[src/rtl/mem_bus_arbiter_if.sv]
// ============================================================================
// mem_bus_arbiter_if : instruction, data and memory bus signal bundle
// Rev 1.0
// ============================================================================
`default_nettype none

interface mem_bus_arbiter_if;
  logic        i_read;
  logic [31:0] i_address;
  logic [31:0] i_readdata;
  logic        i_waitrequest;

  logic        d_read;
  logic        d_write;
  logic [31:0] d_address;
  logic [31:0] d_writedata;
  logic [3:0]  d_byteenable;
  logic [31:0] d_readdata;
  logic        d_waitrequest;

  logic [31:0] m_address;
  logic        m_read;
  logic        m_write;
  logic [31:0] m_writedata;
  logic [3:0]  m_byteenable;
  logic        m_waitrequest;
  logic [31:0] m_readdata;

  // Arbiter side
  modport slave (
    input  i_read, i_address,
    output i_readdata, i_waitrequest,
    input  d_read, d_write, d_address, d_writedata, d_byteenable,
    output d_readdata, d_waitrequest,
    output m_address, m_read, m_write, m_writedata, m_byteenable,
    input  m_waitrequest, m_readdata
  );

  // Requesters and memory side
  modport master (
    output i_read, i_address,
    input  i_readdata, i_waitrequest,
    output d_read, d_write, d_address, d_writedata, d_byteenable,
    input  d_readdata, d_waitrequest,
    input  m_address, m_read, m_write, m_writedata, m_byteenable,
    output m_waitrequest, m_readdata
  );
endinterface

`default_nettype wire

[src/rtl/mem_bus_arbiter.sv]
// ============================================================================
// mem_bus_arbiter : two-port (fetch/data) to single memory bus arbiter.
// Tie policy: data-first by default, round-robin with ARB_ROUND_ROBIN_EN.
// Rev 1.0
// ============================================================================
`default_nettype none

module mem_bus_arbiter (
  input wire logic          clk,
  input wire logic          reset,
  mem_bus_arbiter_if.slave  bus
);

  typedef enum logic [2:0] {
    IDLE    = 3'd0,
    BUS_I   = 3'd1,
    BUS_D   = 3'd2,
    RDATA_I = 3'd3,
    RDATA_D = 3'd4
  } state_t;

  state_t      state_q, state_d;
  logic [31:0] addr_q, addr_d;
  logic [31:0] wdata_q, wdata_d;
  logic [3:0]  be_q, be_d;
  logic        wr_q, wr_d;
  logic [31:0] i_rdata_q, i_rdata_d;
  logic [31:0] d_rdata_q, d_rdata_d;

  logic i_req, d_req, grant_d, i_done, d_done, in_bus;

`ifdef ARB_ROUND_ROBIN_EN
  // 0 = instruction port won last, 1 = data port won last
  logic last_grant_q, last_grant_d;
`endif

  always_comb begin
    i_req = bus.i_read;
    d_req = bus.d_read | bus.d_write;
`ifdef ARB_ROUND_ROBIN_EN
    grant_d      = d_req & (~i_req | ~last_grant_q);
    last_grant_d = last_grant_q;
`else
    grant_d      = d_req;
`endif
    state_d   = state_q;
    addr_d    = addr_q;
    wdata_d   = wdata_q;
    be_d      = be_q;
    wr_d      = wr_q;
    i_rdata_d = i_rdata_q;
    d_rdata_d = d_rdata_q;
    i_done    = 1'b0;
    d_done    = 1'b0;

    case (state_q)
      IDLE: begin
        if (grant_d) begin
          addr_d  = bus.d_address;
          wdata_d = bus.d_writedata;
          be_d    = bus.d_byteenable;
          wr_d    = bus.d_write;
          state_d = BUS_D;
`ifdef ARB_ROUND_ROBIN_EN
          last_grant_d = 1'b1;
`endif
        end else if (i_req) begin
          addr_d  = bus.i_address;
          wdata_d = 32'h0;
          be_d    = 4'b1111;
          wr_d    = 1'b0;
          state_d = BUS_I;
`ifdef ARB_ROUND_ROBIN_EN
          last_grant_d = 1'b0;
`endif
        end
      end
      BUS_I, BUS_D: begin
        if (!bus.m_waitrequest) begin
          if (wr_q) begin
            state_d = IDLE;
            if (state_q == BUS_D) d_done = 1'b1;
            else                  i_done = 1'b1;
          end else if (state_q == BUS_D) begin
            state_d = RDATA_D;
          end else begin
            state_d = RDATA_I;
          end
        end
      end
      RDATA_I: begin
        i_done  = 1'b1;
        state_d = IDLE;
        // A withdrawn requester gets no data; its last result is kept
        if (i_req) i_rdata_d = bus.m_readdata;
      end
      RDATA_D: begin
        d_done  = 1'b1;
        state_d = IDLE;
        if (d_req) d_rdata_d = bus.m_readdata;
      end
      default: state_d = IDLE;
    endcase
  end

  always_ff @(posedge clk) begin
    if (!reset) begin
      state_q   <= IDLE;
      addr_q    <= 32'h0;
      wdata_q   <= 32'h0;
      be_q      <= 4'h0;
      wr_q      <= 1'b0;
      i_rdata_q <= 32'h0;
      d_rdata_q <= 32'h0;
`ifdef ARB_ROUND_ROBIN_EN
      last_grant_q <= 1'b0;
`endif
    end else begin
      state_q   <= state_d;
      addr_q    <= addr_d;
      wdata_q   <= wdata_d;
      be_q      <= be_d;
      wr_q      <= wr_d;
      i_rdata_q <= i_rdata_d;
      d_rdata_q <= d_rdata_d;
`ifdef ARB_ROUND_ROBIN_EN
      last_grant_q <= last_grant_d;
`endif
    end
  end

  assign in_bus = (state_q == BUS_I) || (state_q == BUS_D);

  assign bus.m_address    = addr_q;
  assign bus.m_writedata  = wdata_q;
  assign bus.m_byteenable = be_q;
  assign bus.m_read       = in_bus & ~wr_q;
  assign bus.m_write      = in_bus &  wr_q;

  // While reset is held every requester is stalled
  assign bus.i_waitrequest = i_req & ~(reset & i_done);
  assign bus.d_waitrequest = d_req & ~(reset & d_done);

  assign bus.i_readdata = (state_q == RDATA_I && i_req) ? bus.m_readdata : i_rdata_q;
  assign bus.d_readdata = (state_q == RDATA_D && d_req) ? bus.m_readdata : d_rdata_q;

endmodule

`default_nettype wire

[src/flat_wrapper.sv]
// flat-port wrapper written by rule: the top's interface ports become plain ports
module mem_bus_arbiter_flat 
  (clk, reset, bus_i_read, bus_i_address, bus_i_readdata, bus_i_waitrequest, bus_d_read, bus_d_write, bus_d_address, bus_d_writedata, bus_d_byteenable, bus_d_readdata, bus_d_waitrequest, bus_m_address, bus_m_read, bus_m_write, bus_m_writedata, bus_m_byteenable, bus_m_waitrequest, bus_m_readdata);
  mem_bus_arbiter_if bus_i ();
  input wire logic clk;
  input wire logic reset;
  input wire logic [$bits(bus_i.i_read)-1:0] bus_i_read;
  input wire logic [$bits(bus_i.i_address)-1:0] bus_i_address;
  output wire logic [$bits(bus_i.i_readdata)-1:0] bus_i_readdata;
  output wire logic [$bits(bus_i.i_waitrequest)-1:0] bus_i_waitrequest;
  input wire logic [$bits(bus_i.d_read)-1:0] bus_d_read;
  input wire logic [$bits(bus_i.d_write)-1:0] bus_d_write;
  input wire logic [$bits(bus_i.d_address)-1:0] bus_d_address;
  input wire logic [$bits(bus_i.d_writedata)-1:0] bus_d_writedata;
  input wire logic [$bits(bus_i.d_byteenable)-1:0] bus_d_byteenable;
  output wire logic [$bits(bus_i.d_readdata)-1:0] bus_d_readdata;
  output wire logic [$bits(bus_i.d_waitrequest)-1:0] bus_d_waitrequest;
  output wire logic [$bits(bus_i.m_address)-1:0] bus_m_address;
  output wire logic [$bits(bus_i.m_read)-1:0] bus_m_read;
  output wire logic [$bits(bus_i.m_write)-1:0] bus_m_write;
  output wire logic [$bits(bus_i.m_writedata)-1:0] bus_m_writedata;
  output wire logic [$bits(bus_i.m_byteenable)-1:0] bus_m_byteenable;
  input wire logic [$bits(bus_i.m_waitrequest)-1:0] bus_m_waitrequest;
  input wire logic [$bits(bus_i.m_readdata)-1:0] bus_m_readdata;
  assign bus_i.i_read = bus_i_read;
  assign bus_i.i_address = bus_i_address;
  assign bus_i_readdata = bus_i.i_readdata;
  assign bus_i_waitrequest = bus_i.i_waitrequest;
  assign bus_i.d_read = bus_d_read;
  assign bus_i.d_write = bus_d_write;
  assign bus_i.d_address = bus_d_address;
  assign bus_i.d_writedata = bus_d_writedata;
  assign bus_i.d_byteenable = bus_d_byteenable;
  assign bus_d_readdata = bus_i.d_readdata;
  assign bus_d_waitrequest = bus_i.d_waitrequest;
  assign bus_m_address = bus_i.m_address;
  assign bus_m_read = bus_i.m_read;
  assign bus_m_write = bus_i.m_write;
  assign bus_m_writedata = bus_i.m_writedata;
  assign bus_m_byteenable = bus_i.m_byteenable;
  assign bus_i.m_waitrequest = bus_m_waitrequest;
  assign bus_i.m_readdata = bus_m_readdata;
  mem_bus_arbiter u_core (.clk(clk), .reset(reset), .bus(bus_i));
endmodule
[config.mk]
export PLATFORM = sky130hd
export DESIGN_NAME = mem_bus_arbiter_flat
export DESIGN_NICKNAME = d
export VERILOG_FILES = /design/src/rtl/mem_bus_arbiter_if.sv /design/src/rtl/mem_bus_arbiter.sv /design/src/flat_wrapper.sv
export SDC_FILE = /design/constraint.sdc
export NUM_CORES = 1
export LEC_CHECK = 0
export ABC_AREA = 1
export BUFFER_PORTS_ARGS = -buffer_cell sky130_fd_sc_hd__buf_2
export CAP_MARGIN = 30
export CORE_UTILIZATION = 43
export CTS_CLUSTER_DIAMETER = 150
export DETAILED_ROUTE_END_ITERATION = 6
export PLACE_DENSITY = 0.85
export SLEW_MARGIN = 15
export SYNTH_ARGS = -nofsm -noshare
export SYNTH_HDL_FRONTEND = slang
export SYNTH_SLANG_ARGS = --single-unit
[constraint.sdc]
create_clock -name clk -period 1.4 [get_ports clk]
set_input_delay 0 -clock clk [delete_from_list [all_inputs] [get_ports clk]]
set_output_delay 0 -clock clk [all_outputs]
set_load 0.02 [all_outputs]
# Word-level counts from Yosys, hierarchy flattened
# Index checks and enable logic that the tools add are counted.
# W data, S select, Z words.
dict set report classes {
  n_eq_ne 6
  n_reduce_logical 10
  n_mux 24
  bitwise_logic 10
}
# cell n
set ops {}
lappend ops {{$mux W32} 6}
lappend ops {{$mux W3} 5}
lappend ops {{$mux W1} 8}
lappend ops {{$mux W4} 2}
lappend ops {{$reduce_and A2 Y1} 4}
lappend ops {{$and A1 B1 Y1} 6}
lappend ops {{$eq A3 B2 Y1 const B} 2}
lappend ops {{$pmux W3 S2} 1}
lappend ops {{$pmux W1 S2} 2}
lappend ops {{$eq A3 B1 Y1 const B} 1}
lappend ops {{$eq A3 B3 Y1 const B} 1}
lappend ops {{$logic_not A3 Y1} 1}
lappend ops {{$ne A3 B2 Y1 const B} 1}
lappend ops {{$not A1 Y1} 3}
lappend ops {{$logic_and A1 B1 Y1} 2}
lappend ops {{$ne A2 B2 Y1 const B} 1}
lappend ops {{$reduce_bool A2 Y1} 1}
lappend ops {{$reduce_or A2 Y1} 1}
lappend ops {{$logic_or A1 B1 Y1} 1}
lappend ops {{$or A1 B1 Y1} 1}
dict set report totals {
  ff_bits 136
  in_bits 138
  elab_cells 57
}

# Logic depth before layout (Yosys ltp)
dict set report logic_depth {
  depth_word 8
  mapped_depth 9
  depth_no_buf 7
}

# Worst setup path before layout
# No wires, ideal clock.
dict set report synth_path {
  kind {register to output}
  from {register u_core.state_q[0]}
  to {output port bus_d_readdata[0]}
  arrival_time_ps 1328
  setup_slack_ps 72
  t_required_ps 1400
  n_path_buf 2
  path_stages_with_launch 8
  path_cell_list {dfxtp_1 buf_4 nor2_8 nand3_2 buf_2 nand2_1 inv_1 a21oi_1}
}
dict set report synth_via {
  elab_chain_len 3
}
# element line
set synth_rtl {}
lappend synth_rtl {{start, declared} mem_bus_arbiter.sv:22} ;# state_t state_q, state_d;
lappend synth_rtl {{start signal, assigned} mem_bus_arbiter.sv:119} ;# state_q <= state_d;
lappend synth_rtl {{$eq A3 B3 Y1} mem_bus_arbiter.sv:145} ;# assign bus.d_readdata = (state_q == RDATA_D && d_req) ? bus.m_readdata : d_rdata_q;
lappend synth_rtl {{$logic_and A1 B1 Y1} mem_bus_arbiter.sv:145}
lappend synth_rtl {{$mux W32} mem_bus_arbiter.sv:145}
lappend synth_rtl {{end, declared} flat_wrapper.sv:16} ;# output wire logic [$bits(bus_i.d_readdata)-1:0] bus_d_readdata;
# Every way passes these cells.

# Worst setup path in the final report
dict set report layout_path {
  from {register u_core.state_q[0]}
  to {output port bus_i_readdata[26]}
}
dict set report layout_via {
  elab_chain_len 3
}
# element line
set layout_rtl {}
lappend layout_rtl {{$eq A3 B2 Y1} mem_bus_arbiter.sv:144} ;# assign bus.i_readdata = (state_q == RDATA_I && i_req) ? bus.m_readdata : i_rdata_q;
lappend layout_rtl {{$logic_and A1 B1 Y1} mem_bus_arbiter.sv:144}
lappend layout_rtl {{$mux W32} mem_bus_arbiter.sv:144}
lappend layout_rtl {{end, declared} flat_wrapper.sv:9} ;# output wire logic [$bits(bus_i.i_readdata)-1:0] bus_i_readdata;
# Every way passes these cells.

==> summary.txt <==
1st-iter DRT viols: 553
failing checks: negative setup slack
Die X: 122.6 µm
worst-margin pin slew: 0.5011 ns
Tot GR Track Use: 29.71%
Clock transition at path regs: 0.06 ns
Synth Area per Inst: 6.972 µm²
total number of vias: 7667
Cell Rows: 43
Final #Nets: 1451
Synth area leaders: dfxtp_1, nand2_1, inv_1
die span in y: 122.6 µm
CP Launch Type: flop
share of the synthesized area in the top cell type: 43.54%
sw power: 7644 µW
clk buf depth: 2
pre-CTS WS: -0.02494 ns
area leader, netlist: dfxtp_1
Max Cap Viol: 0
highest clock rate: 0.5765 GHz
Net Count, Synth: 1035
Slew Viols, Final: 0
crit share post-route: 123.9%
Core Box Area: 14040 µm²
largest net degree at the start of global routing: 58
share of power burned in registers: 28.7%
drt via density: 5.091
Post-Syn Area: 6253 µm²
Hold Path Class: input pin to flop
internal power: 11070 µW
Sink Count: 136
fraction of power spent switching nets: 40.84%
Crit Path Max Fanout: 32
# port buffers: 273
residual DRC count: 0
clk root buf: clkbuf_16
static leakage: 0.005254 µW
status: complete, but fails checks
CTS tree: done
CP required: 1.40 ns
wire per inst: 15.80 µm
utilization after layout: 75.00%
RSZ-0062 raised after global routing: yes
Worst Setup End Kind: output pin
die area: 15030 µm²
RD Place Congestion: 0.8767
number of global-route vias before repair: 7597
H-tree lvl count: 4
most frequent cell after synthesis: nand2_1
pwr dens: 1777 nW/µm²
final worst-path setup slack: -0.3347 ns
Area Overhead vs Synth: 68.41%
Yosys warning count: 0
fin area: 10530 µm²
Post-Route WL: 23800 µm
Final min period: 1.735 ns
critical path arrival: 1.73 ns
Worst-Skew Late Latency: 0.41 ns
initial antenna violation count: 0
# setup viols final: 77
first-pass GRT wire length: 35020 µm
ys async rst share: 0%
combinational share of power: 47.8%
Area after DPL: 7828 µm²
Cell variety after synth: 23
Detail Placement HPWL: 11880 µm
Clk pwr share: 23.5%
drt pass-1 iters: 5
synthesis-stage register bit count: 136
Commonest cells post-synth: nand2_1, inv_1, dfxtp_1
remaining antenna violation count: 0
number of diodes: 0
Slew headroom: 66.60%
total grt overflow: 0
Worst Skew: 0.01016 ns
Final Hold Viols: 0
share of layout cells above drive strength 1: 34.99%
IO Count: 274
sequential share of the synthesized area: 43.54%
Initial Utilization: 44.53%
clock buffer count from CTS: 17
Most used DFF post-synth: dfxtp_1
Max VDD drop: 0.001094 V
Post-synth EDFFs: 0
post-synthesis cell count: 897
worst setup path class: flop to output pin
logic make-up after synthesis:
family | Yosys count | share of synthesized area (%)
DFF | 136 | 43.54
and+or+nand+nor | 330 | 21.03
buffers and inverters | 228 | 15.81
AOI/OAI and AO/OA | 203 | 19.63
final timing paths:
check | start | end | slack [ns] | cells past startpoint
worst min-delay path | bus_m_readdata[14] | u_core.i_rdata_q[14] | 0.05 | 3
worst max-delay path | u_core.state_q[0] | bus_i_readdata[26] | -0.33 | 7
worst min register to register | u_core.bus.m_writedata[0] | u_core.bus.m_writedata[0] | 0.46 | 2
worst max register to register | u_core.state_q[0] | u_core.state_q[2] | -0.19 | 12
layout make-up:
cell class              count  area [µm²]
clock inverters            11       122.6
inverters                 175       670.6
well taps                 180       225.2
repair buffers            450        3493
multi-input cells         533        2825
clock buffers              21       460.4
fillers                   849        3511
flip-flops and latches    136        2734
critical path, cell delays in order (launching register included):
cell,delay (ns)
dfxtp_4,0.38
buf_4,0.12
nand4_4,0.10
buf_12,0.19
nand2_1,0.08
inv_1,0.06
a21oi_1,0.17
buf_2,0.20
power by group through the flow:
stage                     combinational [µW]  clock [µW]  sequential, µW
final                                   8950        4400            5360
after global routing                    9610        4610            5460
after CTS                               8000        4420            5310
after detailed placement                6930           0            5350
after global placement                  6850           0            5300
after floorplan                         4020           0            6170
per-stage QoR:
stage	setup TNS [ns]	hold WS (ns)	total power [µW]	instances
CTS	-15.35	0.006221	17720	1500
floorplan	0	0.1471	10200	897
detailed placement	-0.02494	0.2584	12290	1322
finish	-16.73	0.04914	18720	1506
global placement	0	0.2512	12150	1322
global route	-25.89	0.04263	19680	1506
placed cells by master, fill, tap and decap left out, types with 3 or more instances in the layout:
cell type | Yosys | routed
inv_4 | 0 | 5
buf_12 | 0 | 10
clkbuf_16 | 0 | 19
a21oi_1 | 100 | 53
inv_1 | 170 | 149
o21ai_0 | 34 | 31
clkinvlp_4 | 0 | 4
a21oi_4 | 1 | 3
inv_2 | 5 | 20
a211oi_2 | 8 | 8
nand2_2 | 0 | 17
a211oi_1 | 56 | 56
buf_4 | 3 | 72
o21ai_1 | 4 | 6
dlygate4sd3_1 | 0 | 133
buf_6 | 13 | 18
nand4_1 | 3 | 3
nand2_1 | 237 | 220
nor2_2 | 0 | 5
nor2_1 | 79 | 73
clkinv_2 | 0 | 4
buf_2 | 19 | 211
bufbuf_16 | 0 | 3
a21oi_2 | 0 | 45
dfxtp_4 | 0 | 3
dfxtp_1 | 136 | 133
nor2_4 | 2 | 3
state kept, by name, summed over array words and instances, names as in the netlist:
register and count:
u_core.wr_q 1, u_core.bus.m_address 32, u_core.state_q 3, u_core.bus.m_writedata 32, u_core.bus.m_byteenable 4, u_core.i_rdata_q 32
u_core.d_rdata_q 32
what timing repair did:
item	CTS	global route
hold endpoints to repair	132	0
hold buffers	133	0
gates resized for setup	124	73
setup endpoints to repair	68	134
setup buffers	9	4
cloned	4	4
pin swaps	2	3
per-layer routing:
layer,vias up,track usage (%),share of wire [%],wire length [µm]
met2,437,50.95,51,12040
met3,135,8.364,7.5,1783
met5,-,0,0,0
met1,3480,31.62,36,8639
met4,0,20.12,5.6,1339
li1,3615,-,-,-
Power figures use the tool's default switching activity.
